**src/rtl/fabric_config_pkg.sv**
```systemverilog
// Shared definitions for the fabric config loader and the tile decoders.
package fabric_config_pkg;

    typedef enum logic [3:0] {
        S_IDLE,
        S_HEADER,
        S_ADDR,
        S_DATA,
        S_WRITE,
        S_GAP,
        S_CHECK,
        S_DONE,
        S_ERR
    } state_e;

    localparam logic [15:0] CONFIG_SB  = 16'd7;
    localparam logic [15:0] CONFIG_CB0 = 16'd6;
    localparam logic [15:0] CONFIG_CB1 = 16'd5;
    localparam logic [15:0] CONFIG_CLB = 16'd4;

    // Section 16'hFFFF matches no sub-block, so the bus is harmless when parked here.
    localparam logic [31:0] IDLE_ADDR_DEFAULT = 32'hFFFF_0000;

    // True when the section field addresses one of the configurable sub-blocks.
    function automatic logic section_ok(input logic [15:0] sec);
        return (sec == CONFIG_SB) || (sec == CONFIG_CB0) ||
               (sec == CONFIG_CB1) || (sec == CONFIG_CLB);
    endfunction

endpackage

```
**src/rtl/fabric_config_loader.sv**
```systemverilog
// Parses a framed config stream (count, addr/data pairs, XOR checksum) and
// replays each record onto the fabric config bus as a one-cycle write.
module fabric_config_loader
    import fabric_config_pkg::*;
#(
    parameter int          GAP_CYCLES = 1,
    parameter logic [31:0] IDLE_ADDR  = IDLE_ADDR_DEFAULT
) (
    input  logic        clk,
    input  logic        reset,
    input  logic        start,
    input  logic        in_valid,
    input  logic [31:0] in_data,
    output logic        in_ready,
    output logic [31:0] config_addr,
    output logic [31:0] config_data,
    output logic        busy,
    output logic        done,
    output logic        error,
    output logic [15:0] records_written
);

    localparam int GW = (GAP_CYCLES < 1) ? 1 : $clog2(GAP_CYCLES + 1);
    localparam logic [GW-1:0] GAP_LAST = GW'((GAP_CYCLES > 0) ? GAP_CYCLES - 1 : 0);

    state_e         state_q, state_d;
    logic [15:0]    n_q, n_d;
    logic [31:0]    acc_q, acc_d;
    logic [31:0]    addr_q, addr_d;
    logic [31:0]    data_q, data_d;
    logic [15:0]    rec_q, rec_d;
    logic [GW-1:0]  gap_q, gap_d;
    logic [31:0]    cfg_addr_q, cfg_addr_d;
    logic [31:0]    cfg_data_q, cfg_data_d;
    logic           in_ready_q, in_ready_d;
    logic           busy_q, busy_d;
    logic           done_q, done_d;
    logic           error_q, error_d;
    logic           xfer;
    logic [15:0]    rec_inc;

    // in_ready_q always reflects the current state, so it is a valid handshake term.
    assign xfer    = in_valid & in_ready_q;
    assign rec_inc = rec_q + 16'd1;

    // Next-state, datapath and registered-output computation.
    always_comb begin
        state_d = state_q;
        n_d     = n_q;
        acc_d   = acc_q;
        addr_d  = addr_q;
        data_d  = data_q;
        rec_d   = rec_q;
        gap_d   = gap_q;
        case (state_q)
            S_IDLE, S_DONE, S_ERR: begin
                if (start) begin
                    rec_d   = '0;
                    acc_d   = '0;
                    state_d = S_HEADER;
                end
            end
            S_HEADER: begin
                if (xfer) begin
                    n_d   = in_data[15:0];
                    acc_d = in_data;
                    if (in_data[31:16] != 16'd0)      state_d = S_ERR;
                    else if (in_data[15:0] == 16'd0)  state_d = S_CHECK;
                    else                              state_d = S_ADDR;
                end
            end
            S_ADDR: begin
                if (xfer) begin
                    acc_d = acc_q ^ in_data;
                    if (!section_ok(in_data[31:16])) begin
                        state_d = S_ERR;
                    end else begin
                        addr_d  = in_data;
                        state_d = S_DATA;
                    end
                end
            end
            S_DATA: begin
                if (xfer) begin
                    acc_d   = acc_q ^ in_data;
                    data_d  = in_data;
                    state_d = S_WRITE;
                end
            end
            S_WRITE: begin
                rec_d = rec_inc;
                gap_d = '0;
                if (GAP_CYCLES == 0) state_d = (rec_inc < n_q) ? S_ADDR : S_CHECK;
                else                 state_d = S_GAP;
            end
            S_GAP: begin
                if (gap_q == GAP_LAST) state_d = (rec_q < n_q) ? S_ADDR : S_CHECK;
                else                   gap_d   = gap_q + GW'(1);
            end
            S_CHECK: begin
                if (xfer) state_d = (in_data == acc_q) ? S_DONE : S_ERR;
            end
            default: state_d = S_IDLE;
        endcase

        // Outputs are registered from the next state so nothing on in_* reaches the bus combinationally.
        in_ready_d = (state_d == S_HEADER) || (state_d == S_ADDR) ||
                     (state_d == S_DATA)   || (state_d == S_CHECK);
        busy_d     = (state_d != S_IDLE) && (state_d != S_DONE) && (state_d != S_ERR);
        done_d     = (state_d == S_DONE);
        error_d    = (state_d == S_ERR);
        cfg_addr_d = (state_d == S_WRITE) ? addr_d : IDLE_ADDR;
        cfg_data_d = (state_d == S_WRITE) ? data_d : 32'd0;
    end

    // State and output registers with synchronous reset.
    always_ff @(posedge clk) begin
        if (reset) begin
            state_q    <= S_IDLE;
            n_q        <= '0;
            acc_q      <= '0;
            addr_q     <= '0;
            data_q     <= '0;
            rec_q      <= '0;
            gap_q      <= '0;
            cfg_addr_q <= IDLE_ADDR;
            cfg_data_q <= '0;
            in_ready_q <= 1'b0;
            busy_q     <= 1'b0;
            done_q     <= 1'b0;
            error_q    <= 1'b0;
        end else begin
            state_q    <= state_d;
            n_q        <= n_d;
            acc_q      <= acc_d;
            addr_q     <= addr_d;
            data_q     <= data_d;
            rec_q      <= rec_d;
            gap_q      <= gap_d;
            cfg_addr_q <= cfg_addr_d;
            cfg_data_q <= cfg_data_d;
            in_ready_q <= in_ready_d;
            busy_q     <= busy_d;
            done_q     <= done_d;
            error_q    <= error_d;
        end
    end

    assign in_ready        = in_ready_q;
    assign config_addr     = cfg_addr_q;
    assign config_data     = cfg_data_q;
    assign busy            = busy_q;
    assign done            = done_q;
    assign error           = error_q;
    assign records_written = rec_q;

endmodule

```
**config.mk**
```make
export PLATFORM = sky130hd
export DESIGN_NAME = fabric_config_loader
export DESIGN_NICKNAME = d
export VERILOG_FILES = /design/src/rtl/fabric_config_pkg.sv /design/src/rtl/fabric_config_loader.sv
export SDC_FILE = /design/constraint.sdc
export NUM_CORES = 1
export LEC_CHECK = 0
export ABC_AREA = 1
export BUFFER_PORTS_ARGS = -buffer_cell sky130_fd_sc_hd__buf_2
export CORE_MARGIN = 2
export CORE_UTILIZATION = 35
export CTS_CLUSTER_DIAMETER = 120
export DETAILED_ROUTE_END_ITERATION = 8
export SETUP_SLACK_MARGIN = 0.05
export SLEW_MARGIN = 20
export SYNTH_ARGS = -nofsm -noshare
export SYNTH_HDL_FRONTEND = slang
export SYNTH_SLANG_ARGS = --single-unit
```
**constraint.sdc**
```tcl
create_clock -name clk -period 4.6 [get_ports clk]
set_input_delay 0.69 -clock clk [delete_from_list [all_inputs] [get_ports clk]]
set_output_delay 0.69 -clock clk [all_outputs]
set_load 0.02 [all_outputs]
```
==> run_results.csv, run 1 <==
group,metric,value,unit
clock_network,cts_hold_buf,0,
route,drtAntennaViolNets,0,
power_and_ir_drop,power,3.529,mW
placed_design,port_buffers,119,
status,status,"finished clean",
critical_path,critical_path.most_common_cell,"nand2_1",
floorplan,coreArea,23330,sq um
grt,grt_pass1_wl,33010,um
critical_path,rr_worst_depth,7,
route,top_layer,"met5",
route,wire_per_inst,13.50,um
floorplan,die_w,157.8,um
sta,relSlewSlack,42.47,%
clock_network,clockBufferDepth,2,
sta,fin_tns_setup,0,ns
floorplan,rows,56,
critical_path,crit_slowest_cell,"inv_2",
critical_path,start_kind,"input pin",
route,dr_wl_met2,9163,um
clock_network,h-tree-depth,4,
placed_design,dpl.hpwl,14220,um
grt,grt_max_degree,66,
logic_synthesis,yosys_warnings,0,
route,via_per_inst,4.573,
sta,final_max_slew_viol_count,0,
placed_design,pre_cts_slack,1.602,ns
logic_synthesis,seq_area_frac_synth,48.39,%
sta,finalSetupViolCount,0,
critical_path,cpPeakStageDelay,0.71,ns
route,dr_wl_met3,932,um
logic_synthesis,synth_fp_nets,1143,
clock_network,cts-resized-gates,0,
critical_path,worst_setup_path_end_kind,"flop",
clock_network,clock-sinks,200,
route,wirelength,20480,um
critical_path,r2r_start,"in_ready",
critical_path,critical_path.top_delay_family,"simple AND/OR/NAND/NOR gates",
critical_path,worst-path-buf-inv,2,
placed_design,placed_cells_incl_taps,1486,
power_and_ir_drop,cellPowerDensity,367.1,nW/um^2
floorplan,design.die.area,24890,sq um
sta,whs,0.4383,ns
critical_path,cp.arrival,2.87,ns
grt,grt_pass1_vias,6468,
floorplan,die_y,157.8,um
clock_network,cts_buffers,17,
cells_and_area,instances_no_fill,1517,
sta,worstMarginPinSlew,0.8629,ns
floorplan,ioPinCount,120,
critical_path,required,4.89,ns
critical_path,crit_cells,8,
cells_and_area,synthToLayoutAreaGrowth,16.20,%
route,dr.pass1.iters,5,
sta,fin_crit,2.579,ns
grt,grt_overflow_total,0,
critical_path,setup.worst_path.start,"in_valid",
logic_synthesis,ys_types,39,
sta,fmax,0.3878,GHz
critical_path,crit_fanout,40,
logic_synthesis,synth-seq-cells,200,
cells_and_area,num_antenna_cells,0,
clock_network,clk_pin_slew,0.07,ns
route,via_count,6937,
cells_and_area,layout.nets,1238,
hold_path,min_path_type,"flop to flop",
route,drt_iter0_drc,409,
grt,grt_use_total,16.94,%
sta,finalClockSkew,0.009966,ns
floorplan,initial_core_util,35.46,%
power_and_ir_drop,ir_drop,0.2681,mV
sta,rsz0062_at_grt,"no",
logic_synthesis,syn_area,8274,sq um
critical_path,path_cells,"buf_2, nand2_1, nor3_2, nand3_1, inv_2, nand2_1, o21ai_1, nor2_1",
placed_design,place_congestion,0.8234,
critical_path,crit_type,"input pin to flop",
route,post-route-drc-count,0,
hold_path,min_path_cells,2,
job,maxCapViolCount,0,
sta,fin_ws,2.021,ns
clock_network,cts_setup_buffers,0,
grt,antenna_found_initial,2,
route,routedLengthMet1,10160,um
cells_and_area,drive_above_1_share,18.53,%
power_and_ir_drop,p_leak,3.955,nW
clock_network,cts-root-buf,"clkbuf_16",
logic_synthesis,synthCells,1091,
sta,hold_viol,0,
hold_path,min_from,"addr_q[24]",
clock_network,cts_tree,"done",
clock_network,clock_latency,0.43,ns
logic_synthesis,avgSynthCellArea,7.584,sq um
sta,finalCritPeriodShare,56.06,%
-- placed cells by master (no fill, tap or decap), types with 2 or more instances in the layout --
cell type and instances:
nand4_1 3, xor2_1 15, o22ai_1 16, nand3_1 24
clkbuf_16 17, buf_4 6, or2_2 2, nor2_4 6
a211oi_1 5, nor3_1 6, nand2_2 6, or2_1 6
o21ai_0 42, nor2_2 2, inv_8 2, inv_2 15
a21oi_2 30, a21oi_1 49, clkinv_8 2, nand2_4 2
a31oi_1 4, nor2_1 173, buf_2 118, ha_1 16
o21ai_1 70, inv_6 4, clkinv_4 5, dfxtp_1 200
o21a_1 2, nand2_1 213, inv_1 126
-- logic make-up (layout without fill, tap and decap cells) --
logic type / Yosys count / count (layout) / synth area share [%]
XOR/XNOR: 15 / 15 / 1.588
buffers and inverters: 191 / 298 / 9.647
AO/OA/AOI/OAI: 223 / 223 / 15.80
AND/OR/NAND/NOR: 446 / 446 / 22.15
adder cells (fa/ha/maj): 16 / 16 / 2.419
flip-flops: 200 / 200 / 48.39
-- synth_stat cells (all sizes together) --
master | count | area (sq um)
a211oi | 5 | 37.54
a21oi | 79 | 508.0
a221oi | 1 | 8.760
a22oi | 1 | 7.510
a31oi | 4 | 25.02
buf | 20 | 153.9
clkbuf | 28 | 105.1
clkinv | 1 | 3.750
dfxtp | 200 | 4004
ha | 16 | 200.2
inv | 142 | 535.5
nand2 | 221 | 859.6
nand3 | 24 | 120.1
nand3b | 1 | 7.510
nand4 | 3 | 18.77
nor2 | 181 | 729.4
nor3 | 7 | 40.04
nor3b | 1 | 7.510
o21a | 2 | 15.01
o21ai | 113 | 576.8
o22ai | 16 | 100.1
o31ai | 2 | 28.78
or2 | 8 | 50.05
xor2 | 15 | 131.4
-- worst register-to-register path: cells and delay by family, from the launching register on --
kind / cells / cell delay [ns]
flip-flops: 1 / 0.33
buffers and inverters: 1 / 0.71
AO/OA/AOI/OAI: 1 / 0.14
AND/OR/NAND/NOR: 5 / 1.25
-- registers in the layout (all words and copies together) (netlist names) --
name / cells
n_q: 16
config_addr: 32
config_data: 32
in_ready: 1
acc_q: 32
error: 1
addr_q: 32
busy: 1
state_q: 4
data_q: 32
records_written: 16
done: 1
-- worst paths after layout --
check	end	slack [ns]
hold reg to reg	config_addr[24]	0.44
setup reg to reg	addr_q[5]	2.03
setup / recovery	addr_q[5]	2.02
hold / removal	config_addr[24]	0.44
-- cell type report --
cell class,instances,area (sq um)
Clock buffer,17,425.4
Inverter,143,539.3
Tap cell,319,399.1
Fill cell,2423,13720
Multi-Input combinational cell,700,3472
Clock inverter,14,138.9
Sequential cell,200,4004
Timing Repair Buffer,124,635.6
-- per-stage QoR --
| step | area (sq um) | util (%) |
|---|---|---|
| floorplan | 8274 | - |
| global placement | 9050 | 38.79 |
| detailed placement | 9050 | 38.79 |
| CTS | 9614 | 41.21 |
| global route | 9614 | 41.21 |
| finish | 9614 | 41.21 |
-- where the power goes --
group	internal [mW]	leakage (nW)	total (mW)	switching (mW)
Clock	0.717	0.278	1.43	0.716
Combinational	0.0950	2.06	0.308	0.213
Sequential	1.77	1.62	1.79	0.0208
-- routing by layer --
| metal | up-vias | global-route usage [%] |
|---|---|---|
| li1 | 3637 | - |
| met1 | 3150 | 23.08 |
| met2 | 124 | 27.43 |
| met3 | 22 | 3.586 |
| met4 | 4 | 4.026 |
| met5 | - | 0 |
Power figures use the tool's default switching activity.
==> inputs of run 2 (changes only) <==
clock period = 2.7 ns   (was 4.6 ns; I/O delays follow)
==> run_results.csv, run 2 (synthesis gave the netlist of run 1 again) <==
group,metric,value,unit
clock_network,cts_setup_buffers,0,
cells_and_area,synthToLayoutAreaGrowth,18.16,%
sta,fin_crit,2.032,ns
sta,worstMarginPinSlew,0.6559,ns
hold_path,min_path_cells,3,
clock_network,cts_buffers,17,
critical_path,crit_type,"flop to flop",
grt,grt_max_degree,65,
route,via_per_inst,4.532,
sta,final_max_slew_viol_count,0,
grt,grt_overflow_total,0,
status,status,"finished clean",
floorplan,rows,56,
sta,fin_ws,0.6676,ns
route,wire_per_inst,13.38,um
route,via_count,6925,
critical_path,timing.rr.end,"config_data[2]",
clock_network,cts_hold_buf,0,
clock_network,cts-root-buf,"clkbuf_16",
placed_design,placed_cells_incl_taps,1495,
critical_path,crit_slowest_cell,"dfxtp_1",
placed_design,place_congestion,0.8485,
sta,relSlewSlack,56.27,%
sta,finalClockSkew,0.01329,ns
route,dr.pass1.iters,5,
clock_network,clock-sinks,200,
sta,fmax,0.4920,GHz
cells_and_area,final_cell_mix,"nand2_1 (213), dfxtp_1 (200), nor2_1 (173)",
sta,fin_tns_setup,0,ns
floorplan,die_w,157.8,um
critical_path,worst-path-buf-inv,4,
cells_and_area,instances_no_fill,1528,
clock_network,h-tree-depth,4,
hold_path,min_path_type,"input pin to flop",
placed_design,pre_cts_slack,0.6059,ns
hold_path,worst_hold_path.endpoint,"acc_q[0]",
power_and_ir_drop,p_leak,4.038,nW
route,post-route-drc-count,0,
grt,grt_pass1_vias,6518,
critical_path,crit_fanout,28,
sta,finalCritPeriodShare,75.27,%
floorplan,ioPinCount,120,
power_and_ir_drop,power,6.272,mW
critical_path,cpPeakStageDelay,0.47,ns
cells_and_area,layout.nets,1247,
clock_network,cts_tree,"done",
power_and_ir_drop,ir_drop,0.4184,mV
route,dr_wl_met3,1167,um
grt,grt_pass1_wl,33290,um
route,wirelength,20440,um
route,top_layer,"met5",
grt,grt_use_total,17.00,%
route,dr_wl_met2,8970,um
floorplan,initial_core_util,35.46,%
placed_design,dpl.hpwl,14270,um
critical_path,critical_path.top_delay_family,"buffers and inverters",
route,drtAntennaViolNets,0,
floorplan,design.die.area,24890,sq um
floorplan,coreArea,23330,sq um
cells_and_area,layout_commonest_cell,"nand2_1",
clock_network,cts-resized-gates,0,
critical_path,path_cells,"nor2_2, inv_2, nor3_1, inv_2, nor2_4, inv_2, buf_4, nor2_1",
critical_path,required,3.03,ns
route,drt_iter0_drc,391,
cells_and_area,drive_above_1_share,19.21,%
critical_path,start_kind,"flop",
job,maxCapViolCount,0,
sta,rsz0062_at_grt,"no",
sta,finalSetupViolCount,0,
critical_path,reg2reg_slack,0.67,ns
hold_path,min_from,"in_data[0]",
clock_network,clock_latency,0.43,ns
critical_path,rr_worst_depth,8,
critical_path,worst_setup_path_end_kind,"flop",
clock_network,clk_pin_slew,0.08,ns
critical_path,cp.arrival,2.36,ns
sta,whs,0.2347,ns
route,routedLengthMet1,10020,um
grt,antenna_found_initial,3,
critical_path,r2r_start,"state_q[2]",
critical_path,critical_path.most_common_cell,"inv_2",
power_and_ir_drop,cellPowerDensity,641.5,nW/um^2
placed_design,port_buffers,119,
sta,hold_viol,0,
clock_network,clockBufferDepth,2,
floorplan,die_y,157.8,um
[run 2: area by class of cell]
type / count / area (sq um)
Antenna cell: 1 / 2.502
Clock buffer: 17 / 425.4
Clock inverter: 15 / 206.4
Fill cell: 2393 / 13560
Inverter: 143 / 539.3
Multi-Input combinational cell: 700 / 3472
Sequential cell: 200 / 4004
Tap cell: 319 / 399.1
Timing Repair Buffer: 133 / 728.2
[run 2: worst max path at each step]
stage / start / endpoint / slack, ns / depth (start not counted)
floorplan: in_ready / config_addr[10] / 0.98 / 9
finish: state_q[2] / config_data[2] / 0.67 / 8
detailed placement: in_valid / busy / 0.61 / 15
global route: state_q[2] / config_addr[2] / 0.51 / 8
CTS: state_q[2] / config_data[2] / 0.65 / 8
global placement: in_valid / busy / 0.61 / 15
[run 2: per-layer routing]
metal	vias to the layer above	track usage (%)
met2	138	26.79
met3	21	4.106
met4	4	4.286
met1	3106	23.37
met5	-	0
li1	3656	-
[run 2: per-stage QoR]
step | util [%] | instance area [sq um]
2_1_floorplan | - | 8274
3_3_place_gp | 39.18 | 9143
3_5_place_dp | 39.18 | 9143
4_1_cts | 41.89 | 9774
5_1_grt | 41.90 | 9777
6_report | 41.90 | 9777
[run 2: worst register-to-register path: cells and delay by family, from the launching register on]
family,cells,cell delay (ns)
buffers and inverters,4,1.17
flip-flops,1,0.47
AND/OR/NAND/NOR,4,0.29
[run 2: power by group]
| group | total [mW] | leakage, nW | internal, mW | switching [mW] |
|---|---|---|---|---|
| combinational | 0.539 | 2.12 | 0.172 | 0.368 |
| clock | 2.68 | 0.305 | 1.43 | 1.26 |
| sequential | 3.05 | 1.62 | 3.01 | 0.0355 |
| total | 6.27 | 4.04 | 4.61 | 1.66 |
==> inputs of run 3 (changes only) <==
ABC_AREA = 0   (was 1)
clock period = 1.7 ns   (was 2.7 ns; I/O delays follow)
==> run_results.csv, run 3 <==
group,metric,value,unit
sta,hold_viol,0,
logic_synthesis,yosys_warnings,0,
power_and_ir_drop,clkPwrFrac,42.9,%
clock_network,clk_pin_slew,0.08,ns
power_and_ir_drop,p_comb_share,10.2,%
power_and_ir_drop,cellPowerDensity,822.7,nW/um^2
sta,fin_ws,-0.1429,ns
route,wirelength,25590,um
status,violations,"setup timing",
logic_synthesis,synthCells,880,
hold_path,worst_hold_path.endpoint,"addr_q[17]",
logic_synthesis,synthTopCellsByCount,"dfxtp_1 (197), nor2_1 (157), nand2_1 (83)",
floorplan,coreArea,21890,sq um
route,via_count,7274,
power_and_ir_drop,seq_power_share,46.9,%
placed_design,place_congestion,0.8358,
critical_path,crit_type,"flop to flop",
clock_network,clockBufferDepth,2,
placed_design,pre_cts_slack,-0.2620,ns
grt,grt_use_total,19.71,%
grt,grt_max_degree,53,
critical_path,cp.arrival,2.18,ns
status,status,"finished with violations",
cells_and_area,instances_no_fill,1407,
clock_network,clock_latency,0.45,ns
route,dr.pass1.iters,5,
logic_synthesis,seq_area_frac_synth,50.27,%
critical_path,r2r_start,"records_written[14]",
cells_and_area,drive_above_1_share,47.07,%
floorplan,die_y,153.7,um
sta,final_max_slew_viol_count,0,
cells_and_area,final_cell_mix,"dfxtp_1 (167), nor2_1 (128), buf_2 (118)",
critical_path,start_kind,"flop",
power_and_ir_drop,power.internal,7.174,mW
sta,worstMarginPinSlew,0.5509,ns
logic_synthesis,synth_largest_area_cell,"dfxtp_1",
critical_path,timing.rr.end,"in_ready",
sta,finalSetupViolCount,70,
grt,grt_overflow_total,0,
power_and_ir_drop,switching_share,28.17,%
sta,fin_crit,1.843,ns
clock_network,clock-sinks,197,
placed_design,placed_cells_incl_taps,1326,
logic_synthesis,synth.most_common_cell,"dfxtp_1",
clock_network,cts_hold_buf,0,
hold_path,min_path_type,"input pin to flop",
route,drt_iter0_drc,479,
floorplan,die_w,153.7,um
grt,grt_pass1_wl,37070,um
route,post-route-drc-count,0,
hold_path,min_path_cells,2,
clock_network,cts-root-buf,"clkbuf_16",
cells_and_area,layout.nets,1165,
logic_synthesis,synth_fp_nets,932,
power_and_ir_drop,p_leak,4.925,nW
logic_synthesis,synth-seq-cells,197,
placed_design,dpl.hpwl,14950,um
floorplan,design.die.area,23630,sq um
critical_path,reg2reg_slack,-0.14,ns
route,wire_per_inst,18.19,um
sta,rsz0062_at_grt,"yes",
sta,finalClockSkew,0.01109,ns
logic_synthesis,avgSynthCellArea,8.915,sq um
critical_path,worst_setup_path_end_kind,"flop",
placed_design,port_buffers,119,
critical_path,rr_worst_depth,7,
grt,antenna_found_initial,1,
logic_synthesis,synth_top_flop_cell,"dfxtp_1",
clock_network,h-tree-depth,4,
route,drtAntennaViolNets,0,
cells_and_area,synthToLayoutAreaGrowth,54.74,%
job,maxCapViolCount,0,
critical_path,crit_fanout,2,
clock_network,cts_buffers,17,
placed_design,place_area,9509,sq um
sta,fmax,0.5426,GHz
critical_path,required,2.04,ns
logic_synthesis,synth_top_cell_area_share,50.27,%
sta,relSlewSlack,63.28,%
clock_network,cts_tree,"done",
sta,fin_tns_setup,-4.126,ns
cells_and_area,final_area,12140,sq um
cells_and_area,layout_commonest_cell,"dfxtp_1",
logic_synthesis,ys_types,52,
power_and_ir_drop,p_switching,2.813,mW
grt,grt_pass1_vias,6810,
floorplan,ioPinCount,120,
hold_path,min_from,"reset",
sta,finalCritPeriodShare,108.4,%
power_and_ir_drop,ir_drop,0.6011,mV
logic_synthesis,async_flop_share,0,%
route,via_per_inst,5.170,
logic_synthesis,synth_area_leaders,"dfxtp_1 (50%), nor2_1 (7.5%), mux2i_1 (6.0%)",
logic_synthesis,syn_area,7845,sq um
floorplan,rows,54,
floorplan,initial_core_util,35.84,%
logic_synthesis,synth_edf_count,0,
-- run 3: cell count changes after synthesis, moves of 32 or more --
| cell | before | now |
|---|---|---|
| a32oi_1 | 0 | 32 |
| clkbuf_1 | 28 | 62 |
| inv_1 | 126 | 17 |
| mux2i_1 | 0 | 47 |
| nand2_1 | 213 | 83 |
| o21ai_1 | 70 | 2 |
| xnor2_1 | 0 | 34 |
-- run 3: layer usage --
| layer | share of wire [%] | vias up | GRT usage, % |
|---|---|---|---|
| met5 | 0 | - | 0 |
| li1 | - | 3517 | - |
| met3 | 4.2 | 35 | 3.692 |
| met1 | 44 | 3512 | 26.01 |
| met4 | 2.2 | 0 | 6.946 |
| met2 | 50 | 210 | 32.34 |
-- run 3: power by group through the flow --
stage | clock (mW) | sequential [mW] | combinational [mW]
2_1_floorplan | 0 | 4.79 | 0.373
3_3_place_gp | 0 | 4.79 | 0.675
3_5_place_dp | 0 | 4.79 | 0.681
4_1_cts | 4.37 | 4.68 | 0.940
5_1_grt | 4.56 | 4.69 | 1.08
6_report | 4.29 | 4.68 | 1.01
-- run 3: kinds of logic (layout without fill, tap and decap cells) --
family	Yosys count	count (layout)	synth area share, %
XOR/XNOR	36	36	4.019
flip-flops	197	197	50.27
AND/OR/NAND/NOR	330	330	19.30
multiplexers	51	51	6.571
adder cells (fa/ha/maj)	16	16	2.552
other	0	1	0
AO/OA/AOI/OAI	160	160	12.81
buffers and inverters	90	336	4.482
-- run 3: layout make-up --
class | instances | area, sq um
fill | 1855 | 9752
multi-input combinational | 593 | 4707
sequential | 197 | 3984
timing repair buffer | 286 | 2395
clock buffer | 17 | 425.4
tap | 280 | 350.3
clock inverter | 15 | 207.7
inverter | 18 | 67.56
antenna | 1 | 2.502
-- run 3: per-stage QoR --
stage,util (%),hold WS [ns],power (mW)
after floorplan,-,0.4003,5.163
after global placement,43.44,0.4310,5.460
after detailed placement,43.44,0.4287,5.469
after CTS,50.35,0.07478,9.996
after global routing,55.45,0.1014,10.32
final,55.45,0.09762,9.987
-- run 3: worst max-delay path: stages, from the launching register on --
cell and delay, ns:
dfxtp_1 0.36, ha_4 0.29, and4_4 0.22, nand4_1 0.09, o32a_1 0.34, and2_4 0.16, o211a_1 0.11, a22o_1 0.17
-- run 3: worst max-delay path by stage --
stage	start	endpoint	slack [ns]	depth (start not counted)
after floorplan	state_q[1]	busy	-0.23	8
after global placement	in_data[19]	busy	-0.24	8
after detailed placement	in_data[19]	addr_q[15]	-0.26	7
after CTS	n_q[10]	in_ready	-0.18	8
after global routing	state_q[1]	addr_q[15]	-0.22	9
final	records_written[14]	in_ready	-0.14	7
-- run 3: what timing repair did --
action | CTS | global route
resized for setup | 157 | 185
gates cloned | 9 | 11
pin swaps | 66 | 60
buffers inserted | 17 | 19
endpoints found under the hold margin | 0 | 0
endpoints found under the setup margin | 151 | 176
